$ cat src/rtl/axi_stream_fifo_pkg.sv
// Shared constants and helpers for the AXI-stream helper blocks.
// Provides default payload width, default depth and the level-width helper.
package axi_stream_fifo_pkg;

    localparam int DEFAULT_DATA_W = 32;
    localparam int DEFAULT_DEPTH  = 4;

    // Occupancy must represent 0..depth inclusive, hence one extra bit.
    function automatic int level_w(input int depth);
        return $clog2(depth) + 1;
    endfunction

endpackage

$ cat src/rtl/fifo_ptr.sv
// Wrapping pointer counter for the stream FIFO.
// Ports: clk, rst (sync high), i_clr (sync clear), i_inc (advance), o_ptr.
module fifo_ptr #(
    parameter int W = 2
) (
    input  logic         clk,
    input  logic         rst,
    input  logic         i_clr,
    input  logic         i_inc,
    output logic [W-1:0] o_ptr
);

    logic [W-1:0] r_ptr;

    // Power-of-two depth: natural binary wrap gives modulo DEPTH.
    always_ff @(posedge clk) begin
        if (rst || i_clr) begin
            r_ptr <= '0;
        end else if (i_inc) begin
            r_ptr <= r_ptr + W'(1);
        end
    end

    assign o_ptr = r_ptr;

endmodule

$ cat src/rtl/axi_stream_fifo.sv
// Synchronous valid/ready FIFO with registered handshake outputs.
// Ports: clk, rst, flush; s_valid/s_ready/s_data in; m_valid/m_ready/m_data out; level.
module axi_stream_fifo
    import axi_stream_fifo_pkg::*;
#(
    parameter int DATA_W = DEFAULT_DATA_W,
    parameter int DEPTH  = DEFAULT_DEPTH
) (
    input  logic                        clk,
    input  logic                        rst,
    input  logic                        flush,
    input  logic                        s_valid,
    output logic                        s_ready,
    input  logic [DATA_W-1:0]           s_data,
    output logic                        m_valid,
    input  logic                        m_ready,
    output logic [DATA_W-1:0]           m_data,
    output logic [level_w(DEPTH)-1:0]   level
);

    localparam int AW = $clog2(DEPTH);
    localparam int LW = level_w(DEPTH);

    logic [DATA_W-1:0] r_mem [DEPTH];
    logic [LW-1:0]     r_level;
    logic [AW-1:0]     w_wptr;
    logic [AW-1:0]     w_rptr;
    logic              w_push;
    logic              w_pop;
    logic              w_upd;

    // Handshake flags come only from registered level, so m_ready
    // never reaches s_ready combinationally.
    assign s_ready = (r_level != LW'(DEPTH));
    assign m_valid = (r_level != '0);
    assign level   = r_level;

    // Flush and reset both cancel any same-cycle transfer.
    assign w_upd  = !rst && !flush;
    assign w_push = s_valid && s_ready && w_upd;
    assign w_pop  = m_valid && m_ready && w_upd;

    fifo_ptr #(.W(AW)) u_wptr (
        .clk   (clk),
        .rst   (rst),
        .i_clr (flush),
        .i_inc (w_push),
        .o_ptr (w_wptr)
    );

    fifo_ptr #(.W(AW)) u_rptr (
        .clk   (clk),
        .rst   (rst),
        .i_clr (flush),
        .i_inc (w_pop),
        .o_ptr (w_rptr)
    );

    // Storage is deliberately left unreset.
    always_ff @(posedge clk) begin
        if (w_push) begin
            r_mem[w_wptr] <= s_data;
        end
    end

    always_ff @(posedge clk) begin
        if (rst || flush) begin
            r_level <= '0;
        end else begin
            unique case ({w_push, w_pop})
                2'b10:   r_level <= r_level + LW'(1);
                2'b01:   r_level <= r_level - LW'(1);
                default: r_level <= r_level;
            endcase
        end
    end

    assign m_data = r_mem[w_rptr];

endmodule

$ cat config.mk
export PLATFORM = sky130hd
export DESIGN_NAME = axi_stream_fifo
export DESIGN_NICKNAME = d
export VERILOG_FILES = /design/src/rtl/axi_stream_fifo_pkg.sv /design/src/rtl/fifo_ptr.sv /design/src/rtl/axi_stream_fifo.sv
export SDC_FILE = /design/constraint.sdc
export NUM_CORES = 1
export LEC_CHECK = 0
export ABC_AREA = 1
export CAP_MARGIN = 20
export CORE_MARGIN = 2
export CORE_UTILIZATION = 40
export CTS_CLUSTER_DIAMETER = 120
export CTS_CLUSTER_SIZE = 8
export DETAILED_ROUTE_END_ITERATION = 8
export GPL_TIMING_DRIVEN = 0
export PLACE_DENSITY = 0.73
export SLEW_MARGIN = 15
export SYNTH_ARGS = -nofsm -noshare
export SYNTH_HDL_FRONTEND = slang
export SYNTH_SLANG_ARGS = --single-unit
$ cat constraint.sdc
create_clock -name clk -period 3.21 [get_ports clk]
set_input_delay 0.321 -clock clk [delete_from_list [all_inputs] [get_ports clk]]
set_output_delay 0.321 -clock clk [all_outputs]
set_load 0.02 [all_outputs]
# After elaboration in Yosys (flattened, before gate mapping)
# Memories as Yosys holds them, arrays and structs flattened. A register that Yosys moved wholly into a read port is not among the register bits.
# Index checks and enable logic that the tools add are counted.
# op_classes
n_eq_ne,3
n_mux,5
reduce_logical,10
n_addsub,4
# op_table
cell,n
3-bit one-hot mux with 2 select lines,1
1-bit logical AND,5
"2-bit by 1-bit adder with 2-bit output, second input constant",2
2-bit 2-to-1 mux,2
"3-bit by 1-bit adder with 3-bit output, second input constant",1
"3-bit != test, second input constant",1
3-bit nonzero test,1
"3-bit by 1-bit subtractor with 3-bit output, second input constant",1
"2-bit by 1-bit == test with 1-bit output, second input constant",1
"2-bit == test, second input constant",1
1-bit zero test,2
1-bit 2-to-1 mux,2
2-bit nonzero test,1
1-bit logical OR,1
# totals
n_memories,1
ff_bits,7
input_bits,37
ram_bits,128
word_cells,26
out_inout_bits,37
# mem_list
name,words,word_bits,read_ports,rd_ports_with_merged_regs,wr,line,source
r_mem,4,32,1,1,1,axi_stream_fifo.sv:24,logic [DATA_W-1:0] r_mem [DEPTH];

# Logic depth before layout (Yosys ltp)
# depth
word_depth,5
ltp_mapped,12
ltp_nobuf,12

# Modules after synthesis
# A second synthesis with hierarchy kept.
# hier_totals
cells_unflattened,374
area_unflattened_um2,5207.5
# by_module_without_submodules
mod,instances,cells_each,area_per_inst_um2,seq_area_each_um2
axi_stream_fifo,1,346,5012.3,3903.7
fifo_ptr,2,14,97.6,40.0

# Least setup slack after synthesis
# Ideal clock, no wire load.
# synth_timing
kind,register to register
startpoint,register r_level[1] (netlist: level[1])
endpoint,"memory r_mem[0][0] in the netlist's numbering, enable pin"
synth_period_minus_slack_ns,2.759
path_stages_with_launch,5
arrival_ns,2.338
setup_ns,0.421
path_buffers,0
path_slack_ns,0.451
t_required_ns,2.789
cell_sequence,dfxtp_1 nor2_1 nand2_1 nand3_1 nor2_1
# synth_via
elab_chain_cells,5
# synth_rtl
item,line,source
from (decl),axi_stream_fifo.sv:25,logic [LW-1:0] r_level;
from (signal assigned),axi_stream_fifo.sv:71,2'b10: r_level <= r_level + LW'(1);
from (signal assigned),axi_stream_fifo.sv:72,2'b01: r_level <= r_level - LW'(1);
from (signal assigned),axi_stream_fifo.sv:73,default: r_level <= r_level;
3-bit != test,axi_stream_fifo.sv:34,assign s_ready = (r_level != LW'(DEPTH));
named net s_ready,axi_stream_fifo.sv:13,"output logic s_ready,"
1-bit logical AND (2 in series),axi_stream_fifo.sv:40,assign w_push = s_valid && s_ready && w_upd;
1-bit 2-to-1 mux,axi_stream_fifo.sv:61,if (w_push) begin
1-bit 2-to-1 mux (implied by the code),axi_stream_fifo.sv:62,r_mem[w_wptr] <= s_data;
to (decl),axi_stream_fifo.sv:24,
# The timed path passes the listed nets, and every way through them passes these cells.

==> out/metrics.csv <==
metric,value,unit
clock_latency,0.41,ns
outcome,finished clean,
grtUsageTotal,0.169,
layout_commonest_cell,edfxtp_1,
initial_core_util,0.413,
grt_pass1_vias,3452,
synth_fa_ha_area_frac,0.0157,
crit_type,reg2out,
slew_headroom,0.491,
cts_hold_buf,0,
min_period,2.48,ns
numClockSinks,137,
synth_top_family_by_area,compound AO/OA/AOI/OAI gates,
h-tree-depth,4,
portBuffers,73,
nNetsFinal,515,
rows,41,
num_antenna_cells,0,
wl_met1,4650,um
cap_violations,0,
numCtsBuffers,17,
ys_seq_area_frac,0.765,
dpl.hpwl,7060,um
wirelength,11400,um
finClkSkew,0.00994,ns
cp_slowest_stage_delay,0.64,ns
grt_pass1_wl,18000,um
layout_common_cells,"edfxtp_1 (128), nor2_1 (73), clkdlybuf4s50_1 (73)",
worstPathRequired,2.89,ns
peakVddDrop,0.302,mV
slowest_stage,clkdlybuf4s50_1,
wire_per_inst,17.3,um
grt_max_degree,21,
num_vias,3357,
path_max_fanout,10,
drtPass1Iterations,4,
fmax,404,MHz
finalSetupViolations,0,
worstMarginPinSlew,0.762,ns
route.antenna.remaining_nets,0,
core-area,0.0127,mm^2
hold_viol_final,0,
drv_slew,0,
postSynthAreaPerCell,14.0,um^2
cts_tree,yes,
final_util,0.547,
via_per_inst,5.11,
netlist_area,0.00526,mm^2
fill_cells,1070,
layout-drive-gt1-share,0.120,
drcViolationCount,0,
dieArea,0.0141,mm^2
clk_pin_slew,0.06,ns
ys_ff_latch,137,
drt-initial-drc-count,268,
whs,0.546,ns
postCtsSetupRepairBufs,0,
layoutNonFillerInstCount,657,
place_congestion,0.742,
fin_crit_sh,0.771,
yosys.area_share.simple,0.0709,
power_leakage,2.39,nW
top_layer,met4,
overflow,0,
path_delay_family,buffers and inverters,
path_buf_inv,2,
syn_nets,419,
dp_cells,625,
cts_buffer_depth,2,
hold_path.class,reg2reg,
wl_met3,592,um
cp-start-kind,register,
stdcell_area,0.00696,mm^2
setup_tns,0,ns
root_buffer,clkbuf_16,
fp.dieH,119,um
cp.arrival,2.15,ns
synth-xor-area-share,0,
wl_met2,6060,um
antenna_found_initial,0,
placed_area,0.00635,mm^2
cp_cell_sequence,clkbuf_1 > o21ai_0 > o22ai_1 > clkdlybuf4s50_1,
cts_resized,0,
power_density,595,mW/mm^2
yosysWarnings,0,
rsz0062_at_grt,no,
syn_inst,376,
syn2layout_area_growth,32.2,%
die_w,119,um
synth.area.mux_share,0,
crit_path_end_kind,primary output,
ios,74,
ys_types,21,
synth_compound_area_frac,0.106,
-- cells by family after synthesis --
kind of cell | after synthesis
buffers and inverters | 35
AND/OR/NAND/NOR | 95
AO/OA/AOI/OAI | 103
flip-flops | 137
adder cells (fa/ha/maj) | 6
-- where the power goes --
group | switching [mW] | internal [mW]
Clock | 0.691 | 1.29
Combinational | 0.0928 | 0.0870
Sequential | 0.00603 | 1.97
-- synthesized netlist by cell type --
cell type,number,area share
inv_1,14,0.010
buf_6,9,0.019
dfxtp_1,9,0.034
nand3_1,3,0.0029
buf_4,3,0.0043
nand2_1,12,0.0086
a21oi_1,4,0.0038
edfxtp_1,128,0.73
nor2_1,77,0.055
o21ai_0,39,0.037
nor2_4,1,0.0021
clkbuf_1,1,0.00071
fa_1,1,0.0038
o21ai_1,28,0.027
inv_8,1,0.0021
o22ai_1,32,0.038
inv_2,1,0.00071
nand4_1,1,0.0012
and3_1,1,0.0012
buf_2,6,0.0057
ha_1,5,0.012
-- flip-flops by register name, indices dropped and copies added (netlist names), named ones only --
| name | cells |
|---|---|
| r_mem | 128 |
| level | 3 |
| u_rptr.o_ptr | 2 |
| u_wptr.o_ptr | 2 |
-- stage by stage --
stage	power, mW	setup WS, ns
floorplan	2.08	0.451
global placement	2.19	-0.913
detailed placement	2.20	0.525
CTS	4.18	0.730
global route	4.28	0.581
finish	4.14	0.735
-- cell type report --
cell class | instances | area (um^2) | share of cell area
tap | 172 | 215 | 0.0309
sequential | 137 | 4020 | 0.579
clock buffer | 18 | 429 | 0.0617
clock inverter | 14 | 180 | 0.0259
timing repair buffer | 77 | 841 | 0.121
inverter | 16 | 67.6 | 0.00971
buffer | 19 | 158 | 0.0227
multi-input combinational | 204 | 1040 | 0.150
-- routing by layer --
metal | up-vias | track usage
li1 | 1587 | -
met1 | 1677 | 0.199
met2 | 86 | 0.297
met3 | 7 | 0.0478
met4 | 0 | 0.0580
met5 | - | 0
-- final timing paths --
kind	startpoint	cells past startpoint	slack (ns)	to
worst max-delay path	register	4	0.73	m_data[26]
worst min-delay path	u_rptr.o_ptr[0]	2	0.55	u_rptr.o_ptr[0]
worst max register to register	level[1]	5	0.98	r_mem[3][4]
worst min register to register	u_rptr.o_ptr[0]	2	0.55	u_rptr.o_ptr[0]
-- worst register-to-register path, stage by stage (launching register included) --
cell     delay (ns)
dfxtp_1        0.38
nor2_1         0.08
nand2_1        0.14
nand3_1        0.37
nor2_4         0.73
buf_16         0.24
Power figures use the tool's default switching activity.
